--- config.mk ---
export PLATFORM = sky130hd
export DESIGN_NAME = intersection_controller
export DESIGN_NICKNAME = d
export VERILOG_FILES = /design/src/rtl/intersection_controller.sv
export SDC_FILE = /design/constraint.sdc
export NUM_CORES = 1
export LEC_CHECK = 0
export ABC_AREA = 0
export CAP_MARGIN = 20
export CORE_AREA = 3 3 40 42
export CTS_CLUSTER_DIAMETER = 120
export CTS_CLUSTER_SIZE = 40
export DETAILED_ROUTE_END_ITERATION = 6
export DIE_AREA = 0 0 43 45
export SYNTH_ARGS = -nofsm -noshare
export SYNTH_HDL_FRONTEND = slang
export SYNTH_SLANG_ARGS = --single-unit
--- constraint.sdc ---
create_clock -name Clock -period 2.28 [get_ports Clock]
set_input_delay 0.342 -clock Clock [delete_from_list [all_inputs] [get_ports Clock]]
set_output_delay 0.342 -clock Clock [all_outputs]
set_load 0.1 [all_outputs]
--- src/rtl/intersection_controller.sv ---
// Two-direction intersection sequencer with all-red clearance after every yellow.
// Optional pedestrian walk phase is enabled by defining INTERSECTION_PEDESTRIAN_EN.
module intersection_controller #(
    parameter int GREEN_CYCLES   = 8,
    parameter int YELLOW_CYCLES  = 3,
    parameter int ALL_RED_CYCLES = 2,
    parameter int WALK_CYCLES    = 5
) (
    input  logic Clock,
    input  logic Reset_n,
    input  logic Ped_Req,
    output logic Ped_Ack,
    output logic NS_R_LED,
    output logic NS_Y_LED,
    output logic NS_G_LED,
    output logic EW_R_LED,
    output logic EW_Y_LED,
    output logic EW_G_LED,
    output logic Walk
);

    localparam int MAX_GY = (GREEN_CYCLES > YELLOW_CYCLES) ? GREEN_CYCLES : YELLOW_CYCLES;
    localparam int MAX_AW = (ALL_RED_CYCLES > WALK_CYCLES) ? ALL_RED_CYCLES : WALK_CYCLES;
    localparam int MAX_N  = (MAX_GY > MAX_AW) ? MAX_GY : MAX_AW;
    localparam int CW     = (MAX_N > 1) ? $clog2(MAX_N) : 1;

    localparam logic [CW-1:0] L_G  = CW'(GREEN_CYCLES - 1);
    localparam logic [CW-1:0] L_Y  = CW'(YELLOW_CYCLES - 1);
    localparam logic [CW-1:0] L_AR = CW'(ALL_RED_CYCLES - 1);

    typedef enum logic [2:0] {
        S_ALL_RED,
        S_NS_GREEN,
        S_NS_YELLOW,
        S_EW_GREEN,
        S_EW_YELLOW
`ifdef INTERSECTION_PEDESTRIAN_EN
        , S_WALK
`endif
    } state_t;

    state_t        r_state;
    state_t        w_state_nx;
    state_t        w_green_st;
    logic [CW-1:0] r_cnt;
    logic [CW-1:0] w_cnt_nx;
    logic          r_dir;
    logic          w_dir_nx;

`ifdef INTERSECTION_PEDESTRIAN_EN
    localparam logic [CW-1:0] L_W = CW'(WALK_CYCLES - 1);
    logic r_pend;
    logic r_ack;
    logic w_walk_go;
`endif

    // r_dir: 0 selects NS green next, 1 selects EW green next
    assign w_green_st = r_dir ? S_EW_GREEN : S_NS_GREEN;

    always_comb begin
        w_state_nx = r_state;
        w_cnt_nx   = r_cnt - 1'b1;
        w_dir_nx   = r_dir;
`ifdef INTERSECTION_PEDESTRIAN_EN
        w_walk_go  = 1'b0;
`endif
        if (r_cnt == '0) begin
            unique case (r_state)
                S_ALL_RED: begin
`ifdef INTERSECTION_PEDESTRIAN_EN
                    if (r_pend) begin
                        w_state_nx = S_WALK;
                        w_cnt_nx   = L_W;
                        w_walk_go  = 1'b1;
                    end else begin
                        w_state_nx = w_green_st;
                        w_cnt_nx   = L_G;
                    end
`else
                    w_state_nx = w_green_st;
                    w_cnt_nx   = L_G;
`endif
                end
                S_NS_GREEN: begin
                    w_state_nx = S_NS_YELLOW;
                    w_cnt_nx   = L_Y;
                end
                S_NS_YELLOW: begin
                    w_state_nx = S_ALL_RED;
                    w_cnt_nx   = L_AR;
                    w_dir_nx   = 1'b1;
                end
                S_EW_GREEN: begin
                    w_state_nx = S_EW_YELLOW;
                    w_cnt_nx   = L_Y;
                end
                S_EW_YELLOW: begin
                    w_state_nx = S_ALL_RED;
                    w_cnt_nx   = L_AR;
                    w_dir_nx   = 1'b0;
                end
`ifdef INTERSECTION_PEDESTRIAN_EN
                S_WALK: begin
                    w_state_nx = w_green_st;
                    w_cnt_nx   = L_G;
                end
`endif
                default: begin
                    w_state_nx = S_ALL_RED;
                    w_cnt_nx   = L_AR;
                end
            endcase
        end
    end

    always_ff @(posedge Clock or negedge Reset_n) begin
        if (!Reset_n) begin
            r_state <= S_ALL_RED;
            r_cnt   <= L_AR;
            r_dir   <= 1'b0;
        end else begin
            r_state <= w_state_nx;
            r_cnt   <= w_cnt_nx;
            r_dir   <= w_dir_nx;
        end
    end

`ifdef INTERSECTION_PEDESTRIAN_EN
    // A request in the same cycle as WALK entry keeps the flag set for a later WALK
    always_ff @(posedge Clock or negedge Reset_n) begin
        if (!Reset_n) begin
            r_pend <= 1'b0;
            r_ack  <= 1'b0;
        end else begin
            r_pend <= Ped_Req | (r_pend & ~w_walk_go);
            r_ack  <= w_walk_go;
        end
    end

    assign Ped_Ack = r_ack;
`else
    logic w_unused_ped;
    assign w_unused_ped = Ped_Req;
    assign Ped_Ack      = 1'b0;
`endif

    always_comb begin
        NS_R_LED = 1'b1;
        NS_Y_LED = 1'b0;
        NS_G_LED = 1'b0;
        EW_R_LED = 1'b1;
        EW_Y_LED = 1'b0;
        EW_G_LED = 1'b0;
        Walk     = 1'b0;
        unique case (r_state)
            S_NS_GREEN: begin
                NS_R_LED = 1'b0;
                NS_G_LED = 1'b1;
            end
            S_NS_YELLOW: begin
                NS_R_LED = 1'b0;
                NS_Y_LED = 1'b1;
            end
            S_EW_GREEN: begin
                EW_R_LED = 1'b0;
                EW_G_LED = 1'b1;
            end
            S_EW_YELLOW: begin
                EW_R_LED = 1'b0;
                EW_Y_LED = 1'b1;
            end
`ifdef INTERSECTION_PEDESTRIAN_EN
            S_WALK: Walk = 1'b1;
`endif
            default: ;
        endcase
    end

endmodule

# Word-level counts from Yosys, hierarchy flattened
# Cells that the tools add are included.
# totals
register_bits,7
latchBits,0
ramBits,0
romBits,0
in_bits,3
output_inout_bits,8
wordCells,26
memories,0
# op_classes
add_sub_neg,1
n_mul,0
div_mod_pow,0
n_lt_le_gt_ge,0
eq_ne,4
shifts,0
muxes,11
bitwise,0
n_reduce_logical,7
# ops
cell,n
$pmux 3 s3,1
$eq 3x2->1 const B,2
$logic_not 3->1,2
$mux 1,6
$pmux 3 s2,1
$reduce_or 2->1,3
$eq 3x1->1 const B,1
$eq 3x3->1 const B,1
$mux 3,1
$sub 3x1->3 const B,1
$mux 2,1
$pmux 1 s2,1
$reduce_and 2->1,1
$reduce_bool 2->1,1

# Longest topological paths before layout
# depth
word_depth,4
mapped_depth,6
mapped_depth_nobuf,5

# Worst setup path after synthesis
# No wires, ideal clock.
# synth_path
kind,register to output
startpoint,register r_state[1]
endpoint,output port EW_R_LED
t_arrival_ps,2786
required_ps,1938
slack_ps,-848
path_stages_with_launch,5
path_buffers,1
cell_sequence,dfrtp_1 buf_6 nand2_1 nor2_1 nor2_1
# synth_between
elab_chain_len,3
elab_cells_between_ends,4
classes_between,eq/ne (2); mux (1); reduce/logical (1)
# synth_lines
element,line,text
from (decl),42,state_t r_state;
from (signal assigned),122,r_state <= w_state_nx;
$eq 3x2->1 / $eq 3x3->1 (equally long branches),155,unique case (r_state)
$reduce_or 2->1 (no source line) (*),--,
$mux 1 (*),155,
to (decl),16,"output logic EW_R_LED,"
# Every way passes the cells marked *; elsewhere a longest branch is shown, timed or not.

# Worst setup path after layout
# Ends and elaborated chain as after synthesis.

==> flow_summary.yaml <==
worst_setup_path:
  critPathMaxFanout: 9
  endpoint_kind: "output port"
  r2r_setup_slack_ns: 0.90
  cp.arrival_ns: 1.49
  worstSetupPathType: "register to output port"
  rr_endpoint: "r_state[1]"
  r2r-start: "r_cnt[0]"
  critPathRequiredTime_ns: 1.94
  crit_end: "EW_R_LED"
  critPathLaunchType: "register"
  worstSetupStartpoint: "r_state[1]"
  reg2regPathDepth: 5
route:
  wl_per_cell_um: 11.0
  drt_pass1_iterations: 2
  ant_nets: 0
  num_vias: 339
  first_iter_violations: 5
  wl_um: 762
  wirelength_met1_um: 347
  dr.max_layer_used: "met3"
  drc: 0
  wl_met3_um: 59
  wl_met2_um: 355
  viasPerCell: 4.91
pwr:
  switching_share: 0.237
  max-vdd-ir-drop_mv: 0.340
  power.switching_mw: 0.0599
  pwr_density_cell_nw_per_um2: 410
  p_leak_nw: 0.268
  pwr-share-seq: 0.493
  combPwrFrac: 0.072
  p_int_mw: 0.193
  clkPwrFrac: 0.435
placement:
  placed_cells: 65
  dp_hpwl_um: 569
  dp_slack_ns: 0.693
  portBuffers: 7
  gp_congestion: 0.743
status:
  status: "finished, final reports clean"
clock_network:
  cts_tree: "yes"
  clockRootBuffer: "clkbuf_4"
  post_cts_buffers: 0
  cts_buffers: 3
  clk_pin_slew_worst_paths_ns: 0.05
  cts-htree-levels: 1
  ctsResizeCount: 0
  max-clock-path-buffers: 2
  cts.sinks: 7
  worstSkewPairLatency_ns: 0.25
  hold_buffers: 0
floorplan:
  core-area_sq_um: 1280
  die_h_um: 45
  io_pins: 11
  rows: 13
  initial_core_util: 0.375
  dieArea_sq_um: 1940
  die_w_um: 43
grt:
  antenna_found_initial: 0
  grt.overflow.total: 0
  grt_max_degree: 12
  grt_use_total: 0.0982
  grt_pass1_vias: 307
  grt_pass1_wl_um: 1370
synth:
  yosysWarnings: 0
  avgSynthCellArea_sq_um: 10.0
  yosysUniqueCellTypes: 22
  ys_seq_area_frac: 0.366
  synthesis.area_sq_um: 482
  syn_inst: 48
  ys_seq_elements: 7
cells_and_area:
  fin_nets: 60
  antennaDiodeCount: 0
  multi_input_area_sq_um: 253
  drive_above_1_share: 0.389
  fill_cells: 128
  finalNonFillerCells: 69
  area_growth_pct: 27.8
  seqCellArea_sq_um: 176
timing:
  slew_viol_final: 0
  setup_tns_ns: 0
  clock.fmax_mhz: 545
  setup_slack_ns: 0.443
  hold_slack_ns: 0.353
  min_period_ns: 1.84
  finalClockSkew_ns: 0.000126
  setup_viol: 0
  post-route-period-util: 0.805
  rsz0062_at_grt: "false"
  finalHoldViolCount: 0
job:
  max_cap_viol_count: 0
worst_hold_path:
  worstHoldPathType: "input pin to async pin"
metal layers:
| layer | GRT usage | vias up |
|---|---|---|
| li1 | - | 171 |
| met1 | 0.126 | 161 |
| met2 | 0.132 | 7 |
| met3 | 0.0757 | 0 |
| met4 | 0.0181 | 0 |
| met5 | 0 | - |
critical path: stages, from the launching register on:
cell	delay (ns)
dfrtp_1	0.63
nand2_1	0.17
nor2_2	0.20
nor2_2	0.08
buf_12	0.17
cell usage after synthesis, drive strengths merged:
cell     number  share of area
o31ai         1          0.044
nor2         10          0.088
buf           6           0.12
nand2b        3          0.070
nor3          2          0.042
dfstp         1          0.055
a21o          1          0.016
a311oi        1          0.018
a22o          2          0.036
conb          1         0.0078
nand2         2          0.016
a21oi         4          0.042
ha            2          0.052
a2bb2oi       1          0.031
nor2b         1          0.013
xor2          1          0.018
inv           3          0.023
dfrtp         6           0.31
area by class of cell:
| class | count | area share |
|---|---|---|
| clock buffers | 4 | 0.0427 |
| inverters | 3 | 0.0183 |
| multi-input cells | 33 | 0.411 |
| flip-flops and latches | 7 | 0.287 |
| well taps | 15 | 0.0305 |
| repair buffers | 7 | 0.211 |
power groups by stage:
stage / clock network, mW / logic (mW) / registers [mW]
global placement: 0 / 0.0183 / 0.127
detailed placement: 0 / 0.0184 / 0.127
CTS: 0.115 / 0.0184 / 0.124
floorplan: 0 / 0.0169 / 0.127
finish: 0.110 / 0.0181 / 0.125
global route: 0.124 / 0.0188 / 0.124
how the worst min path moves through the flow:
stage / start / slack [ns] / to
2_1_floorplan: Reset_n / 0.05 / r_cnt[1]
3_3_place_gp: r_cnt[2] / 0.46 / r_cnt[2]
3_5_place_dp: r_cnt[2] / 0.47 / r_cnt[2]
4_1_cts: Reset_n / 0.37 / r_state[1]
5_1_grt: Reset_n / 0.36 / r_state[1]
6_report: Reset_n / 0.35 / r_dir
per-stage QoR:
step	power, mW	utilization	area, sq um
finish	0.253	0.479	616
global route	0.267	0.479	616
CTS	0.258	0.479	616
detailed placement	0.145	0.459	589
global placement	0.145	0.459	589
floorplan	0.143	-	497
layout by cell type, fill, tap and decap left out, drive strengths merged, types with 3 or more instances in the layout:
master	instances
a21oi	4
buf	6
clkbuf	4
dfrtp	6
inv	3
nand2b	3
nor2	10
cells by family (layout without fill, tap and decap cells):
family,after synthesis,count (layout),share of synthesized area
flops,7,7,0.366
buf+inv,9,14,0.140
fa+ha+maj,2,2,0.0519
xor+xnor,1,1,0.0182
simple gates,18,18,0.229
other cells,1,2,0.00778
compound gates,10,10,0.187
registers in the layout, summed over array words and instances, names as in the netlist:
register / flops
r_dir: 1
r_cnt: 3
r_state: 3
Power figures use the tool's default switching activity.
